==> config.mk <==
export PLATFORM = sky130hd
export DESIGN_NAME = ram_burst_reader
export DESIGN_NICKNAME = d
export VERILOG_FILES = /design/src/rtl/ram_rd_pkg.sv /design/src/rtl/ram_burst_reader.sv
export SDC_FILE = /design/constraint.sdc
export NUM_CORES = 1
export LEC_CHECK = 0
export BUFFER_PORTS_ARGS = -buffer_cell sky130_fd_sc_hd__buf_2
export CAP_MARGIN = 20
export CORE_MARGIN = 1.5
export CORE_UTILIZATION = 50
export CTS_CLUSTER_DIAMETER = 100
export DETAILED_ROUTE_END_ITERATION = 10
export PLACE_DENSITY_LB_ADDON = 0.25
export SYNTH_ARGS = -nofsm -noshare
export SYNTH_HDL_FRONTEND = slang
export SYNTH_SLANG_ARGS = --single-unit
==> constraint.sdc <==
create_clock -name clk -period 3.25 [get_ports clk]
set_clock_uncertainty 0.2 [all_clocks]
set_input_delay 0.4875 -clock clk [delete_from_list [all_inputs] [get_ports clk]]
set_output_delay 0.4875 -clock clk [all_outputs]
set_load 0.02 [all_outputs]
==> src/rtl/ram_rd_pkg.sv <==
// Shared definitions for the RAM burst reader.
// Holds the FSM state type; the enum members S_IDLE, S_STREAM and S_FINISH
// are the state constants used by the reader and visible to anyone importing
// this package.
package ram_rd_pkg;

  typedef enum logic [1:0] {
    S_IDLE   = 2'd0,
    S_STREAM = 2'd1,
    S_FINISH = 2'd2
  } state_t;

endpackage

==> src/rtl/ram_burst_reader.sv <==
// Burst reader: streams len consecutive words out of an asynchronous-read
// RAM, starting at base_addr and wrapping modulo 2^AWIDTH, over a
// valid/ready stream interface.
//
// state    | meaning
// ---------+-------------------------------------------------------------
// S_IDLE   | waiting for start; mem_addr follows base_addr
// S_STREAM | a word is held in out_data; advance on each handshake
// S_FINISH | one-cycle completion, done=1
//
// Ports:
//   clk, rst_n  - clock, asynchronous active-low reset
//   start       - burst request, sampled in S_IDLE only
//   base_addr   - first word address, captured with start
//   len         - word count (0..2^AWIDTH), captured with start
//   mem_addr    - read address to the RAM
//   mem_q       - combinational RAM read data for mem_addr
//   out_data    - stream data (registered)
//   out_valid   - stream valid (registered)
//   out_ready   - stream ready from the consumer
//   busy        - high while streaming
//   done        - one-cycle pulse at burst completion
module ram_burst_reader
  import ram_rd_pkg::*;
#(
  parameter int DWIDTH = 8,
  parameter int AWIDTH = 8
) (
  input  logic              clk,
  input  logic              rst_n,
  input  logic              start,
  input  logic [AWIDTH-1:0] base_addr,
  input  logic [AWIDTH:0]   len,
  output logic [AWIDTH-1:0] mem_addr,
  input  logic [DWIDTH-1:0] mem_q,
  output logic [DWIDTH-1:0] out_data,
  output logic              out_valid,
  input  logic              out_ready,
  output logic              busy,
  output logic              done
);

  localparam logic [AWIDTH-1:0] ADDR_ONE = AWIDTH'(1);
  localparam logic [AWIDTH:0]   CNT_ONE  = (AWIDTH + 1)'(1);

  state_t state, state_nxt;

  // addr_r: address of the next word to load; cnt_r: words still to load
  // after the one currently held in out_data.
  logic [AWIDTH-1:0] addr_r;
  logic [AWIDTH:0]   cnt_r;

  logic handshake;
  logic load_first;
  logic load_next;
  logic last_hs;

  assign handshake = out_valid & out_ready;

  // In idle the RAM already looks at base_addr so the first word can be
  // captured on the same edge that accepts start.
  assign mem_addr = (state == S_IDLE) ? base_addr : addr_r;

  always_ff @(posedge clk or negedge rst_n) begin
    if (!rst_n) state <= S_IDLE;
    else        state <= state_nxt;
  end

  always_comb begin
    state_nxt  = state;
    load_first = 1'b0;
    load_next  = 1'b0;
    last_hs    = 1'b0;
    busy       = 1'b0;
    done       = 1'b0;
    case (state)
      S_IDLE: begin
        if (start) begin
          if (len != '0) begin
            state_nxt  = S_STREAM;
            load_first = 1'b1;
          end else begin
            state_nxt = S_FINISH;
          end
        end
      end
      S_STREAM: begin
        busy = 1'b1;
        if (handshake) begin
          if (cnt_r != '0) begin
            load_next = 1'b1;
          end else begin
            last_hs   = 1'b1;
            state_nxt = S_FINISH;
          end
        end
      end
      S_FINISH: begin
        done      = 1'b1;
        state_nxt = S_IDLE;
      end
      default: state_nxt = S_IDLE;
    endcase
  end

  always_ff @(posedge clk or negedge rst_n) begin
    if (!rst_n) begin
      out_data  <= '0;
      out_valid <= 1'b0;
      addr_r    <= '0;
      cnt_r     <= '0;
    end else if (load_first) begin
      out_data  <= mem_q;
      out_valid <= 1'b1;
      addr_r    <= base_addr + ADDR_ONE;
      cnt_r     <= len - CNT_ONE;
    end else if (load_next) begin
      out_data  <= mem_q;
      addr_r    <= addr_r + ADDR_ONE;
      cnt_r     <= cnt_r - CNT_ONE;
    end else if (last_hs) begin
      out_valid <= 1'b0;
    end
  end

endmodule

# Word level (Yosys, flattened, before mapping)
# Index checks and enable logic that the tools add are counted.
dict set report totals {
  regBits 28
  elab_cells 49
  inputBits 29
}
dict set report classes {
  bitwise 1
  muxes 26
  n_addsub 4
  n_reduce_logical 7
  n_eq_ne 6
}
# cell count
set op_table {}
lappend op_table {{2-to-1 mux 8 bit} 5}
lappend op_table {{2-to-1 mux 9 bit} 2}
lappend op_table {{nonzero test 9 bit} 2}
lappend op_table {{subtractor 9 x 1 -> 9 bit (second input constant)} 2}
lappend op_table {{adder 8 x 1 -> 8 bit (second input constant)} 2}
lappend op_table {{2-to-1 mux 1 bit} 14}
lappend op_table {{2-to-1 mux 2 bit} 4}
lappend op_table {{inequality test 2 bit (second input constant)} 4}
lappend op_table {{one-hot mux 2 bit (2 select lines)} 1}
lappend op_table {{nonzero test 2 bit} 2}
lappend op_table {{AND reduction 3 bit} 1}
lappend op_table {{equality test 2 x 1 -> 1 bit (second input constant)} 1}
lappend op_table {{equality test 2 bit (second input constant)} 1}
lappend op_table {{logical NOT 2 bit} 1}
lappend op_table {{AND reduction 2 bit} 1}
lappend op_table {{AND 1 bit} 1}

# Longest topological paths before layout
# Gate-level depths: netlist (run 1).
dict set report depth {
  depth_word 7
  ltp_mapped 12
  ltp_nobuf 10
}

# Worst setup path after synthesis (run 1)
# Ideal clock, no wire load.
dict set report synth_timing {
  path_kind {input port to flip-flop}
  start {in start}
  end {reg addr_r[6]}
  cell_stages 11
  setup_time_ns 0.077
  path_slack_ns 0.258
  arrival_ns 2.714
  path_cell_list {or3b_4 a31oi_1 clkbuf_1 nand2_1 nand2_1 ha_1 nand3_1 or2_2 a211oi_1 a211oi_1 a21oi_1}
}
dict set report synth_between {
  elab_chain_cells 3
  word_cells_on_any_way 4
  classes_between {mux: 3; reduce/logical: 1}
}
# item line_no
set synth_lines {}
lappend synth_lines {{start: declaration} ram_burst_reader.sv:31} ;# input logic start,
lappend synth_lines {{2-to-1 mux 1 bit *} ram_burst_reader.sv:78} ;# if (start) begin
lappend synth_lines {{2-to-1 mux 1 bit *} ram_burst_reader.sv:76} ;# case (state)
lappend synth_lines {{2-to-1 mux 8 bit / nonzero test 2 bit (equally long branches)} --}
lappend synth_lines {{end signal: assignment} ram_burst_reader.sv:115} ;# addr_r <= base_addr + ADDR_ONE;
lappend synth_lines {{end signal: assignment} ram_burst_reader.sv:119} ;# addr_r <= addr_r + ADDR_ONE;
lappend synth_lines {{end: declaration} ram_burst_reader.sv:50} ;# logic [AWIDTH-1:0] addr_r;
# Mark *: on every way between the ends. The rest lies on a longest branch, timed or not.
# A chain may end at the register's enable or synchronous reset.

# Worst setup path after layout (run 1)
dict set report layout_timing {
  start {reg state[0]}
  end {reg addr_r[6]}
}
dict set report layout_between {
  elab_chain_cells 3
  word_cells_on_any_way 6
  classes_between {eq/ne: 1; mux: 3; reduce/logical: 2}
}
# item line_no
set layout_lines {}
lappend layout_lines {{start: declaration} ram_burst_reader.sv:46} ;# state_t state, state_nxt;
lappend layout_lines {{start signal: assignment} ram_burst_reader.sv:66} ;# else state <= state_nxt;
lappend layout_lines {{equality test 2 x 1 -> 1 bit / logical NOT 2 bit (equally long branches)} ram_burst_reader.sv:76}
lappend layout_lines {{2-to-1 mux 1 bit} ram_burst_reader.sv:76}
lappend layout_lines {{nonzero test 2 bit (no line) / 2-to-1 mux 8 bit (equally long branches)} --}
# Several ways; a longest one is shown, not always the timed one.

==> run_results.csv, run 1 <==
group,metric,value,unit
floorplanning,die_h,63.1,µm
flow_run,maxCapViolations,0,
global_routing,grt_max_degree,29,
yosys,yosysTopAreaCellShare,0.388,
sta,tns,0,ns
sta,max_freq,354,MHz
power_and_ir_drop,switching_share,0.435,
sta,hold_viol,0,
yosys,synth_most_common_cell,"dfrtp_1",
floorplanning,die_w,63.1,µm
yosys,yosys-top-cells-area,"dfrtp_1 39%, mux2_2 11%, nand2_1 4.6%, xnor2_1 3.9%, a21oi_1 3.0%",
sta,finalCritPeriodShare,0.869,
yosys,synth_area,1810,µm²
cts,cts_buffer_depth,2,
route,route.detailed.drc,0,
sta,setup_violations,0,
cts,clock_latency,0.33,ns
power_and_ir_drop,pwr-share-comb,0.570,
final_layout,antenna_cells,0,
floorplanning,core_area,3390,µm²
critical_path,cp_data_required_time,3.32,ns
yosys,synth.largest_area_cell,"dfrtp_1",
route,post_drt_via_cell_ratio,5.69,
cts,cts_buffers,3,
critical_path,cp_max_fo,7,
power_and_ir_drop,p_int,1.18,mW
route,ant_nets,0,
critical_path,cp-startpoint,"state[0]$_DFFE_PN0P_",
critical_path,worstSetupEndpointType,"register",
global_routing,grt_pass1_wl,7120,µm
sta,worst_pin_slew,0.794,ns
cts,h-tree-depth,1,
global_routing,overflow,0,
yosys,ys_ff_latch,28,
cts,cts_root_buf,"clkbuf_4",
sta,rsz0062_at_grt,"false",
route,vias,1656,
yosys,yosysUniqueCellTypes,47,
power_and_ir_drop,vdd.ir_drop.worst,0.628,mV
final_layout,fill_cells,319,
route,wl_per_cell,14.1,µm
yosys,ys_seq_area_frac,0.388,
global_routing,grt_pass1_vias,1589,
critical_path,criticalPathCategory,"reg2reg",
cts,post_cts_buffers,0,
sta,finalCriticalPeriod,2.82,ns
global_routing,antenna_found_initial,0,
final_layout,area_growth,21.2,%
yosys,syn_avg_cell_area,9.47,µm²
yosys,ys.flop_type,"dfrtp_1",
route,dr.pass1.iters,4,
place,io_buffers,47,
power_and_ir_drop,leakagePower,0.933,nW
floorplanning,ios,48,
place,place.gp.congestion,0.924,
floorplanning,num_rows,21,
yosys,syn_nets,222,
final_layout,drive_above_1_share,0.343,
sta,timing.slew.headroom,0.469,
critical_path,worst_ep_arrival_time,2.90,ns
cts,clkTransAtPathRegs,0.15,ns
final_layout,final_nets,277,
power_and_ir_drop,seqPwrFrac,0.321,
global_routing,grt_use_total,0.222,
route,routed_wl,4110,µm
yosys,synth-edff-count,0,
place,dp_hpwl,3180,µm
route,drt_iter0_drc,87,
sta,slew_violations,0,
critical_path,startpoint_type,"register",
floorplanning,die_area,3990,µm²
cts,postCtsResizedCells,0,
critical_path,rr_startpoint,"state[0]$_DFFE_PN0P_",
final_layout,ff_latch_area,701,µm²
cts,cts_tree,"done",
yosys,async_flop_share,1.00,
floorplanning,start_util,0.533,
yosys,ys_warn_count,0,
place,postPlaceCellArea,2130,µm²
power_and_ir_drop,switching_power,0.909,mW
min_path,hold_start,"mem_q[3]",
yosys,synthTopCellsByCount,"28 x dfrtp_1, 22 x nand2_1, 18 x mux2_2",
yosys,synth_cells,191,
run_status,status,"finished, final reports clean",
final_layout,design_area,2190,µm²
final_layout,multi_input_area,1070,µm²
min_path,hp-class,"in2reg",
cts,postCtsHoldBufs,1,
power_and_ir_drop,clkPwrFrac,0.108,
power_and_ir_drop,powerDensity,953,nW/µm²
cts,cts.sinks,28,
## critical path, stage by stage (launching register included)
cell and delay (ns):
dfrtp_1 0.45, or3b_4 0.44, a31oi_1 0.35, nand2_1 0.10
nand2_1 0.09, ha_1 0.28, nand3_1 0.14, or2_2 0.32
a211oi_1 0.21, a211oi_1 0.07, a21oi_1 0.11
## flip-flops by register name, indices dropped and copies added, names as in the netlist
signal	count
state	2
addr_r	8
out_data	8
cnt_r	9
out_valid	1
## per-stage QoR
stage	worst slack, ns	std cells	total power [mW]	util	hold slack (ns)
after floorplan	0.258	191	1.52	-	-0.00809
final	0.426	291	2.09	0.646	0.180
after detailed placement	0.159	286	1.87	0.628	0.289
after CTS	0.395	291	2.10	0.646	0.164
after global placement	0.264	286	1.84	0.628	0.284
after global routing	0.180	291	2.27	0.646	0.145
## area by class of cell
class	instances	share of cell area
Clock inverter	1	0.0137
Sequential cell	28	0.320
Inverter	2	0.00343
Clock buffer	3	0.0103
Timing Repair Buffer	56	0.139
Multi-Input combinational cell	155	0.487
Tap cell	46	0.0263
## power by group through the flow
stage | Clock [mW] | Combinational [mW] | Sequential (mW)
floorplan | 0 | 0.803 | 0.713
global placement | 0 | 1.17 | 0.672
detailed placement | 0 | 1.19 | 0.676
CTS | 0.234 | 1.20 | 0.670
global route | 0.249 | 1.32 | 0.701
finish | 0.226 | 1.19 | 0.671
## cell usage in the layout (no fill, tap or decap), types with 4 or more instances in the layout
cell type   n
nor2_1     13
buf_4       8
dfrtp_1    28
xor2_1      5
or3_1       4
nor3_1      6
mux2_2     18
xnor2_1     8
and3_1      4
buf_2      47
a21oi_1    11
a211oi_1    5
o21ai_0     8
nand2_1    22
nand3_1     9
## worst paths after layout
check | endpoint | slack, ns | cells past startpoint
setup / recovery | addr_r[6]$_DFFE_PN0P_ | 0.43 | 10
hold / removal | out_data[3]$_DFFE_PN0P_ | 0.18 | 2
setup reg to reg | addr_r[6]$_DFFE_PN0P_ | 0.43 | 10
hold reg to reg | out_data[0]$_DFFE_PN0P_ | 0.32 | 1
max in group asynchronous | out_data[2]$_DFFE_PN0P_ | 1.97 | 2
min in group asynchronous | cnt_r[6]$_DFFE_PN0P_ | 0.47 | 2
## per-layer routing
metal  GRT usage  vias up  wire (µm)
li1            -      816          -
met1       0.293      787       1830
met2       0.386       51       2040
met3      0.0464        2        216
met4      0.0306        0         18
met5           0        -          0
## cells by family (layout without fill, tap and decap cells)
family | Yosys count | after routing | synth area share
simple gates | 74 | 74 | 0.207
compound gates | 46 | 46 | 0.183
flops | 28 | 28 | 0.388
mux | 20 | 20 | 0.123
xor+xnor | 13 | 13 | 0.0630
buf+inv | 8 | 62 | 0.0221
fa+ha+maj | 2 | 2 | 0.0138
No activity file was read; power rests on OpenSTA's default activity.
==> run 2: changes to the inputs <==
--- a/config.mk
+++ b/config.mk
@@ -11,7 +11,7 @@
 export CORE_UTILIZATION = 50
 export CTS_CLUSTER_DIAMETER = 100
 export DETAILED_ROUTE_END_ITERATION = 10
-export PLACE_DENSITY_LB_ADDON = 0.25
+export PLACE_DENSITY = 0.76
 export SYNTH_ARGS = -nofsm -noshare
 export SYNTH_HDL_FRONTEND = slang
 export SYNTH_SLANG_ARGS = --single-unit
==> run 2 against run 1 <==
First-iteration DRC count unchanged. Core utilization down 1.4 points. Register-to-register slack better by 0.03 ns. Critical path depth unchanged. Via count down 1.1%. Critical path type unchanged. Largest cell class unchanged.
==> run_results.csv, run 2 (synthesis gave the netlist of run 1 again) <==
group,metric,value,unit
run_status,status,"finished, final reports clean",
floorplanning,die_h,63.1,µm
route,vias,1637,
place,place.gp.congestion,0.873,
sta,whs,0.162,ns
power_and_ir_drop,powerDensity,938,nW/µm²
global_routing,grt_use_total,0.223,
place,io_buffers,47,
sta,max_freq,358,MHz
route,route.detailed.drc,0,
power_and_ir_drop,vdd.ir_drop.worst,0.509,mV
route,routed_wl,4170,µm
min_path,hold_end,"out_data[2]$_DFFE_PN0P_",
power_and_ir_drop,leakagePower,0.907,nW
final_layout,top_register,"cnt_r",
route,post_drt_via_cell_ratio,5.70,
cts,postCtsResizedCells,0,
global_routing,grt_pass1_wl,7160,µm
critical_path,worstSetupEndpointType,"register",
global_routing,grt_max_degree,29,
cts,cts_buffers,3,
critical_path,cp_data_required_time,3.33,ns
sta,tns,0,ns
critical_path,worst_ep_arrival_time,2.88,ns
cts,clock_latency,0.34,ns
cts,cts_root_buf,"clkbuf_4",
min_path,hp-class,"in2reg",
sta,slew_violations,0,
final_layout,antenna_cells,0,
critical_path,criticalPathCategory,"reg2reg",
sta,hold_viol,0,
final_layout,layout_commonest_cell,"buf_2",
final_layout,final_nets,273,
floorplanning,die_w,63.1,µm
sta,finalCritPeriodShare,0.860,
min_path,hold_start,"mem_q[2]",
place,postPlaceCellArea,2100,µm²
sta,rsz0062_at_grt,"false",
sta,finalCriticalPeriod,2.79,ns
global_routing,overflow,0,
critical_path,regToRegEndpoint,"addr_r[6]$_DFFE_PN0P_",
final_layout,design_area,2140,µm²
critical_path,rr_worst_depth,10,
critical_path,startpoint_type,"register",
critical_path,rr_startpoint,"state[0]$_DFFE_PN0P_",
flow_run,maxCapViolations,0,
place,dp_hpwl,3110,µm
final_layout,fill_cells,315,
sta,worst_pin_slew,0.739,ns
critical_path,rrSetupSlack,0.46,ns
sta,timing.slew.headroom,0.505,
critical_path,cp_max_fo,7,
cts,post_cts_buffers,0,
final_layout,largest_registers,"cnt_r: 9 flops, addr_r: 8 flops, out_data: 8 flops",
cts,h-tree-depth,1,
global_routing,grt_pass1_vias,1626,
cts,cts.sinks,28,
route,drt_iter0_drc,87,
min_path,hold_path_depth,2,
final_layout,largest_reg_flops,9,
final_layout,drive_above_1_share,0.332,
sta,setup_violations,0,
cts,cts_tree,"done",
route,wl_per_cell,14.5,µm
floorplanning,ios,48,
cts,postCtsHoldBufs,1,
floorplanning,core_area,3390,µm²
floorplanning,die_area,3990,µm²
floorplanning,num_rows,21,
cts,clkTransAtPathRegs,0.16,ns
global_routing,antenna_found_initial,0,
final_layout,final_cell_mix,"47 x buf_2, 28 x dfrtp_1, 22 x nand2_1",
cts,cts_buffer_depth,2,
route,ant_nets,0,
final_layout,area_growth,18.6,%
floorplanning,start_util,0.533,
route,dr.pass1.iters,4,
[run 2: changes by cell type in the layout (fill, tap and decap cells not counted), sizes merged]
cell | previous run | this run
buf | 55 | 51
bufinv | 1 | 0
clkbuf | 3 | 4
[run 2: power by group]
group,internal (mW),switching [mW],leakage [nW]
Clock,0.0688,0.111,0.0210
Sequential,0.517,0.154,0.325
Combinational,0.515,0.644,0.561
[run 2: layout make-up]
cell class / count / area, µm² / area share
tap: 46 / 57.6 / 0.0268
multi-input combinational: 155 / 1070 / 0.498
sequential: 28 / 701 / 0.327
timing repair buffer: 52 / 275 / 0.128
inverter: 2 / 7.51 / 0.00350
clock buffer: 4 / 36.3 / 0.0169
[run 2: worst max-delay path, cell delays in order (launching register included)]
cell	delay, ns
dfrtp_1	0.46
or3b_4	0.44
a31oi_1	0.28
nand2_1	0.09
nand2_1	0.09
ha_1	0.30
nand3_1	0.15
or2_2	0.32
a211oi_1	0.21
a211oi_1	0.07
a21oi_1	0.11
[run 2: per-layer routing]
| metal | up-vias | wire [µm] | GRT usage |
|---|---|---|---|
| met5 | - | 0 | 0 |
| met4 | 0 | 47 | 0.0583 |
| met3 | 5 | 220 | 0.0268 |
| met2 | 53 | 2020 | 0.383 |
| met1 | 769 | 1880 | 0.299 |
| li1 | 810 | - | - |
[run 2: worst max-delay path by stage]
stage,startpoint,endpoint,slack (ns),depth (start not counted)
floorplan,start,addr_r[6]$_DFFE_PN0P_,0.26,11
global placement,len[7],addr_r[6]$_DFFE_PN0P_,0.37,11
detailed placement,len[6],addr_r[6]$_DFFE_PN0P_,0.30,11
CTS,state[0]$_DFFE_PN0P_,addr_r[6]$_DFFE_PN0P_,0.49,10
global route,state[0]$_DFFE_PN0P_,addr_r[6]$_DFFE_PN0P_,0.28,10
finish,state[0]$_DFFE_PN0P_,addr_r[6]$_DFFE_PN0P_,0.46,10
[run 2: stage by stage]
step,util,std cells,setup slack (ns),total power [mW]
2_1_floorplan,-,191,0.258,1.52
3_3_place_gp,0.619,282,0.370,1.82
3_5_place_dp,0.619,282,0.303,1.83
4_1_cts,0.633,287,0.490,2.01
5_1_grt,0.633,287,0.280,2.17
6_report,0.633,287,0.455,2.01
